File: config.mk
export PLATFORM = sky130hd
export DESIGN_NAME = tengigeth_loop_frame_gen
export DESIGN_NICKNAME = d
export VERILOG_FILES = /design/src/rtl/tengigeth_loop_pkg.sv /design/src/rtl/tengigeth_loop_beat_fmt.sv /design/src/rtl/tengigeth_loop_frame_gen.sv
export SDC_FILE = /design/constraint.sdc
export NUM_CORES = 1
export LEC_CHECK = 0
export ABC_AREA = 1
export BUFFER_PORTS_ARGS = -buffer_cell sky130_fd_sc_hd__buf_2
export CORE_ASPECT_RATIO = 0.6
export CORE_MARGIN = 2
export CORE_UTILIZATION = 55
export CTS_BUF_LIST = sky130_fd_sc_hd__clkbuf_8
export DETAILED_ROUTE_END_ITERATION = 7
export PLACE_DENSITY = 0.82
export SLEW_MARGIN = 20
export SYNTH_ARGS = -nofsm -noshare
export SYNTH_HDL_FRONTEND = slang
export SYNTH_HIERARCHICAL = 1
export SYNTH_SLANG_ARGS = --single-unit
File: constraint.sdc
create_clock -name piEthCoreClk -period 7.05 [get_ports piEthCoreClk]
set_input_delay 2.115 -clock piEthCoreClk [delete_from_list [all_inputs] [get_ports piEthCoreClk]]
set_output_delay 2.115 -clock piEthCoreClk [all_outputs]
set_load 0.01 [all_outputs]
File: src/rtl/tengigeth_loop_pkg.sv
// Shared constants, FSM state type and length clamp for the 10GbE loopback frame generator.
package tengigeth_loop_pkg;

    localparam logic [10:0] MIN_FRAME_LEN     = 11'd60;
    localparam logic [10:0] MAX_FRAME_LEN     = 11'd1514;
    localparam logic [15:0] DEFAULT_ETHERTYPE = 16'h88B5;

    typedef enum logic [2:0] {
        IDLE,
        HDR0,
        HDR1,
        PAYLOAD,
        GAP
    } state_t;

    function automatic logic [10:0] clamp_len(input logic [10:0] len);
        if (len < MIN_FRAME_LEN)
            return MIN_FRAME_LEN;
        else if (len > MAX_FRAME_LEN)
            return MAX_FRAME_LEN;
        else
            return len;
    endfunction

endpackage

File: src/rtl/tengigeth_loop_beat_fmt.sv
// Combinational formatter: builds one 64-bit beat (header/payload lanes, tkeep, tlast)
// from the beat index and the frame parameters latched by the top.
module tengigeth_loop_beat_fmt
    import tengigeth_loop_pkg::*;
#(
    parameter logic [15:0] ETHERTYPE = DEFAULT_ETHERTYPE
) (
    input  logic [7:0]  beat_idx,
    input  logic [10:0] frame_len,
    input  logic [47:0] dst_mac,
    input  logic [47:0] src_mac,
    input  logic [7:0]  seq,
    output logic [63:0] data,
    output logic [7:0]  keep,
    output logic        last
);

    logic [111:0] header;
    logic [10:0]  len_round;
    logic [7:0]   last_idx;
    logic [2:0]   tail;
    logic [10:0]  pos;

    assign header    = {dst_mac, src_mac, ETHERTYPE};
    assign len_round = frame_len + 11'd7;
    assign last_idx  = len_round[10:3] - 8'd1;
    assign tail      = frame_len[2:0];
    assign last      = (beat_idx == last_idx);

    // NOTE: every variable written here gets a default first so no latch is inferred.
    always_comb begin
        data = '0;
        keep = '0;
        pos  = '0;
        for (int n = 0; n < 8; n++) begin
            pos = {beat_idx, 3'b000} + 11'(n);
            if (pos < 11'd14)
                data[8*n +: 8] = header[8*(13 - int'(pos)) +: 8];
            else if (pos < frame_len)
                data[8*n +: 8] = seq + 8'(pos - 11'd14);
            keep[n] = !last || (tail == 3'd0) || (3'(n) < tail);
        end
    end

endmodule

File: src/rtl/tengigeth_loop_frame_gen.sv
// 10GbE loopback test frame generator driving a 64-bit AXI4-Stream TX port.
// Optional statistics counters are enabled with macro TENGIGETH_LOOP_GEN_STATS_EN.
module tengigeth_loop_frame_gen
    import tengigeth_loop_pkg::*;
#(
    parameter int unsigned GAP_CYCLES = 1,
    parameter logic [15:0] ETHERTYPE  = DEFAULT_ETHERTYPE
) (
    input  logic        piEthCoreClk,
    input  logic        piEthCoreResetDone,
    input  logic        piStart,
    input  logic        piStop,
    input  logic [47:0] piDstMac,
    input  logic [47:0] piSrcMac,
    input  logic [10:0] piFrameLen,
    input  logic [15:0] piFrameCount,
    output logic [63:0] po_Axis_tdata,
    output logic [7:0]  po_Axis_tkeep,
    output logic        po_Axis_tlast,
    output logic        po_Axis_tvalid,
    input  logic        pi_Axis_tready,
    output logic        poBusy,
    output logic        poDone,
    output logic [31:0] poFrameCnt,
    output logic [47:0] poByteCnt
);

    localparam logic [15:0] GAP_LAST = (GAP_CYCLES > 0) ? 16'(GAP_CYCLES - 1) : 16'd0;

    state_t      state_q, state_d;
    logic [47:0] dst_q, src_q;
    logic [10:0] len_q;
    logic [15:0] count_q, seq_q, gap_q;
    logic [7:0]  beat_q;
    logic        stop_q, done_q;

    logic [63:0] fmt_data;
    logic [7:0]  fmt_keep;
    logic        fmt_last;
    logic        valid, fire, frame_end, last_frame, finish;

    tengigeth_loop_beat_fmt #(.ETHERTYPE(ETHERTYPE)) u_beat_fmt (
        .beat_idx  (beat_q),
        .frame_len (len_q),
        .dst_mac   (dst_q),
        .src_mac   (src_q),
        .seq       (seq_q[7:0]),
        .data      (fmt_data),
        .keep      (fmt_keep),
        .last      (fmt_last)
    );

    assign valid      = (state_q == HDR0) || (state_q == HDR1) || (state_q == PAYLOAD);
    assign fire       = valid && pi_Axis_tready;
    assign frame_end  = fire && fmt_last;
    assign last_frame = (count_q != 16'd0) && (seq_q + 16'd1 == count_q);
    // A stop arriving on the deciding cycle itself still ends the burst.
    assign finish     = stop_q || piStop || last_frame;

    always_comb begin
        state_d = state_q;
        unique case (state_q)
            IDLE:    if (piStart) state_d = HDR0;
            HDR0:    if (fire) state_d = HDR1;
            HDR1:    if (fire) state_d = PAYLOAD;
            PAYLOAD: if (frame_end) begin
                if (GAP_CYCLES > 0)
                    state_d = GAP;
                else
                    state_d = finish ? IDLE : HDR0;
            end
            GAP:     if (gap_q == GAP_LAST) state_d = finish ? IDLE : HDR0;
            default: state_d = IDLE;
        endcase
    end

    // NOTE: sequential state uses non-blocking assignments so every register samples pre-edge values.
    always_ff @(posedge piEthCoreClk or posedge piEthCoreResetDone) begin
        if (piEthCoreResetDone) begin
            state_q <= IDLE;
            dst_q   <= '0;
            src_q   <= '0;
            len_q   <= MIN_FRAME_LEN;
            count_q <= '0;
            seq_q   <= '0;
            beat_q  <= '0;
            gap_q   <= '0;
            stop_q  <= 1'b0;
            done_q  <= 1'b0;
        end else begin
            state_q <= state_d;
            done_q  <= (state_q != IDLE) && (state_d == IDLE);
            gap_q   <= (state_q == GAP) ? gap_q + 16'd1 : 16'd0;

            if (state_q == IDLE)
                stop_q <= 1'b0;
            else if (piStop)
                stop_q <= 1'b1;

            if (state_q == IDLE && piStart) begin
                dst_q   <= piDstMac;
                src_q   <= piSrcMac;
                len_q   <= clamp_len(piFrameLen);
                count_q <= piFrameCount;
                seq_q   <= '0;
                beat_q  <= '0;
            end

            if (fire)
                beat_q <= beat_q + 8'd1;

            // Next frame of the same burst: overrides the beat increment above.
            if (state_q != IDLE && state_d == HDR0) begin
                seq_q  <= seq_q + 16'd1;
                beat_q <= '0;
            end
        end
    end

    assign po_Axis_tvalid = valid;
    assign po_Axis_tdata  = valid ? fmt_data : 64'd0;
    assign po_Axis_tkeep  = valid ? fmt_keep : 8'd0;
    assign po_Axis_tlast  = valid && fmt_last;
    assign poBusy         = (state_q != IDLE);
    assign poDone         = done_q;

`ifdef TENGIGETH_LOOP_GEN_STATS_EN
    logic [31:0] frame_cnt_q;
    logic [47:0] byte_cnt_q;

    always_ff @(posedge piEthCoreClk or posedge piEthCoreResetDone) begin
        if (piEthCoreResetDone) begin
            frame_cnt_q <= '0;
            byte_cnt_q  <= '0;
        end else if (frame_end) begin
            frame_cnt_q <= frame_cnt_q + 32'd1;
            byte_cnt_q  <= byte_cnt_q + 48'(len_q);
        end
    end

    assign poFrameCnt = frame_cnt_q;
    assign poByteCnt  = byte_cnt_q;
`else
    assign poFrameCnt = '0;
    assign poByteCnt  = '0;
`endif

endmodule

==> metrics.sh <==
RUN_STATUS='finished clean'
POST_SYNTH.CELL_AREA_AVG_SQ_UM=6.91
FLOORPLAN.INITIALDENSITY=0.562
POWER.IR.VDD_WORST_mV=0.271
YOSYS_REGISTER_BITS=168
SYNTH.DISTINCT_CELLS=56
NETLIST_INSTANCES=1716
LEAKAGEPOWER_nW=7.19
WORSTSKEWPAIRLATENCY_NS=0.48
CP.REQUIRED_NS=4.93
UNREPAIRED_SETUP_ENDPOINTS_AFTER_GLOBAL_ROUTING='false'
CPPEAKSTAGEDELAY_NS=0.44
ENDPOINT_KIND='output port'
SETUP-VIOLATIONS-FINAL=0
POST_SYNTH_INSTANCE_AREA_SQ_MM=0.0119
PORTBUFFERS=203
SYNTH_FLOP_CELL='sky130_fd_sc_hd__dfrtp_1'
R2R-START='len_q[2]'
NUM_ANTENNA_CELLS=0
SLEW_VIOL_FINAL=0
CTS_RESIZED=0
FINAL.SETUP.WORST_SLACK_NS=1.16
GLOBALROUTEOVERFLOWTOTAL=0
WORST_SLEW_PIN_SLEW_NS=1.07
YOSYSWARNINGS=6
ROUTE.FINAL.WIRE_LENGTH_UM=34600
DETAIL_ROUTE.DRC_VIOLATIONS=0
FINALPOWER_mW=6.44
CTS_BUFFER_DEPTH=2
CTS_INSERTED_BUFFERS=17
CP_SLOWEST_CELL='sky130_fd_sc_hd__ha_1'
ASYNCSETRESETFLOPFRACSYNTH=1.00
DIEAREA_SQ_MM=0.0228
DIE_W_UM=194
WORST_SLEW_MARGIN_REL=0.289
GP_CONGESTION=0.976
PWR_PER_CELL_AREA_mW_PER_MM2=493
CP_CELL_SEQUENCE='inv_1, buf_4, ha_1, ha_1, inv_1, fa_1, inv_1, a21oi_1, xor2_1, nor2_1, nand2_1, o21ai_0, inv_1, nor2_1, buf_2'
WORST_EP_ARRIVAL_TIME_NS=3.78
FINALCRITPERIODSHARE=0.836
MOST_FREQUENT_STANDARD_CELL_IN_THE_LAYOUT_EXCLUDING_FILL_AND_TAP_CELLS='sky130_fd_sc_hd__nand2_1'
ROWS=41
WORSTSETUPSTARTPOINTTYPE='register'
MIN_PATH_TYPE='reg2reg'
CTS_SETUP_BUFFERS=0
CORE-AREA_SQ_MM=0.0211
PATH_CLASS='reg2out'
SKEW_NS=0.0155
FINAL_UTIL=0.620
BOUNDARYPINS=284
ANT_NETS=0
MAX_FREQ_MHz=170
PIN_COUNT_OF_THE_BIGGEST_NET_ENTERING_GLOBAL_ROUTING=96
ANTENNA_FOUND_INITIAL=0
AREAGROWTHSYNTHTOFINISH_PCT=10.4
MIN_PATH_CELLS=2
CLOCK_SINK_COUNT=168
CP_MAX_FO=26
HTREEDEPTH=4
HOLDCRITSTARTPOINT='dst_q[0]'
HOLD_WS_NS=0.485
VIASPERCELL=5.28
DRV_CAP=0
GRT_PASS1_VIAS=10666
SETUP-TNS-FINAL_NS=0
FIN_NETS=2054
POST-ROUTE-MIN-PERIOD_NS=5.89
DETAILED_PLACE_HPWL_UM=25900
AGGREGATE_GLOBAL_ROUTE_RESOURCE_USAGE=0.305
PRE_CTS_SLACK_NS=1.84
YOSYSSEQAREASHARE=0.355
HOLD_WORST_PATH_END='dst_q[0]'
RRSETUPSLACK_NS=2.57
DRT_ITER0_MARKERS=1239
CLOCK_TREE.ROOT_CELL='sky130_fd_sc_hd__clkbuf_8'
VIA_COUNT=11498
DRT-WIRELENGTH-PER-CELL_UM=15.9
CTS_TREE='built'
REG2REGPATHDEPTH=20
DRT_PASS1_ITERATIONS=6
DRIVE_ABOVE_1_SHARE=0.163
CRITPATHMOSTFREQUENTCELL='sky130_fd_sc_hd__inv_1'
DIE_H_UM=118
POST_CTS_HOLD_BUFFER_COUNT=0
TIMING_HOLD_VIOLATIONS_FINAL=0
NUMBER_OF_ENABLE_FLIP_FLOP_CELLS_AFTER_SYNTHESIS=0
WORSTREG2REGEND='seq_q[15]'
FINAL_CELL_MIX='564 x sky130_fd_sc_hd__nand2_1, 213 x sky130_fd_sc_hd__inv_1, 203 x sky130_fd_sc_hd__buf_2'
GRT_PASS1_WL_UM=55700
CLK_PIN_SLEW_NS=0.08
per-layer routing:
metal / vias to the layer above / share of wire / GRT usage
met5: - / 0 / 0
met2: 497 / 0.40 / 0.417
met3: 31 / 0.10 / 0.0851
met1: 5395 / 0.49 / 0.475
met4: 0 / 0.0092 / 0.0606
li1: 5575 / - / -
through the flow:
stage / cells / area, sq um
floorplan: 1795 / 12200
global placement: 2148 / 12700
detailed placement: 2148 / 12700
CTS: 2179 / 13100
global route: 2179 / 13100
finish: 2179 / 13100
worst max path at each step:
stage	slack [ns]	depth (start not counted)	to	startpoint
2_1_floorplan	0.39	1	beat_q[0]	piEthCoreResetDone
3_5_place_dp	1.84	15	po_Axis_tdata[23]	beat_q[0]
5_1_grt	0.96	15	po_Axis_tdata[23]	beat_q[0]
6_report	1.16	15	po_Axis_tdata[23]	beat_q[0]
4_1_cts	1.27	15	po_Axis_tdata[23]	beat_q[0]
3_3_place_gp	1.85	15	po_Axis_tdata[23]	beat_q[0]
worst max-delay path: cells and delay by family (launching register included):
kind	cells	cell delay, ns
XOR/XNOR	1	0.31
buffers and inverters	6	0.86
AO/OA/AOI/OAI	2	0.51
adder cells (fa/ha/maj)	3	0.99
flip-flops	1	0.40
AND/OR/NAND/NOR	3	0.22
report_power, final:
group          switching [mW]  internal [mW]  leakage [nW]
sequential              0.298           1.33          2.14
clock                   0.374          0.284         0.185
combinational            2.74           1.42          4.86
state kept, by name (all words and copies together), names as in the netlist:
signal   flops
dst_q       48
src_q       48
count_q     16
gap_q       16
seq_q       16
len_q       11
beat_q       8
state_q      3
poDone       1
stop_q       1
area by class of cell:
| type | instances | area, sq um |
|---|---|---|
| Tap cell | 279 | 349 |
| Timing Repair Buffer | 211 | 1080 |
| Clock buffer | 18 | 248 |
| Inverter | 219 | 830 |
| Multi-Input combinational cell | 1271 | 6260 |
| Fill cell | 1983 | 8000 |
| Clock inverter | 13 | 105 |
| Sequential cell | 168 | 4210 |
logic make-up after synthesis:
kind of cell,count (synthesis),synth area share
compound gates,190,0.0981
xor+xnor,32,0.0266
fa+ha+maj,38,0.0433
buf+inv,356,0.142
flops,168,0.355
mux,10,0.00844
other cells,2,0.000634
simple gates,920,0.325
synth_stat cells (3+ instances only):
cell,instances,share of area
sky130_fd_sc_hd__nor2_4,8,0.0076
sky130_fd_sc_hd__ha_1,33,0.035
sky130_fd_sc_hd__o21ai_2,9,0.0067
sky130_fd_sc_hd__xnor2_1,8,0.0059
sky130_fd_sc_hd__nor2_1,174,0.055
sky130_fd_sc_hd__clkbuf_1,36,0.011
sky130_fd_sc_hd__nand3_2,5,0.0042
sky130_fd_sc_hd__o22ai_1,4,0.0021
sky130_fd_sc_hd__xor2_1,21,0.016
sky130_fd_sc_hd__nand2_2,13,0.0069
sky130_fd_sc_hd__dfstp_2,4,0.0089
sky130_fd_sc_hd__o21ai_0,78,0.033
sky130_fd_sc_hd__mux2i_1,10,0.0084
sky130_fd_sc_hd__nand3_1,97,0.041
sky130_fd_sc_hd__a31oi_1,3,0.0016
sky130_fd_sc_hd__a32o_1,9,0.0076
sky130_fd_sc_hd__nand2_1,565,0.18
sky130_fd_sc_hd__or2_2,6,0.0032
sky130_fd_sc_hd__nor2_2,7,0.0037
sky130_fd_sc_hd__nor4_1,5,0.0026
sky130_fd_sc_hd__nand2_4,4,0.0038
sky130_fd_sc_hd__buf_1,3,0.00095
sky130_fd_sc_hd__buf_4,82,0.052
sky130_fd_sc_hd__buf_2,11,0.0046
sky130_fd_sc_hd__nand4_1,20,0.011
sky130_fd_sc_hd__o31ai_1,10,0.0063
sky130_fd_sc_hd__a31o_2,4,0.0030
sky130_fd_sc_hd__dfrtp_1,164,0.35
sky130_fd_sc_hd__o21ai_1,6,0.0025
sky130_fd_sc_hd__clkinv_1,6,0.0019
sky130_fd_sc_hd__fa_1,5,0.0084
sky130_fd_sc_hd__nor3_1,11,0.0046
sky130_fd_sc_hd__a21oi_1,46,0.019
sky130_fd_sc_hd__o32ai_1,8,0.0059
sky130_fd_sc_hd__inv_1,212,0.067
sky130_fd_sc_hd__buf_6,4,0.0038
Note: power is estimated with default switching activity, not from simulation.
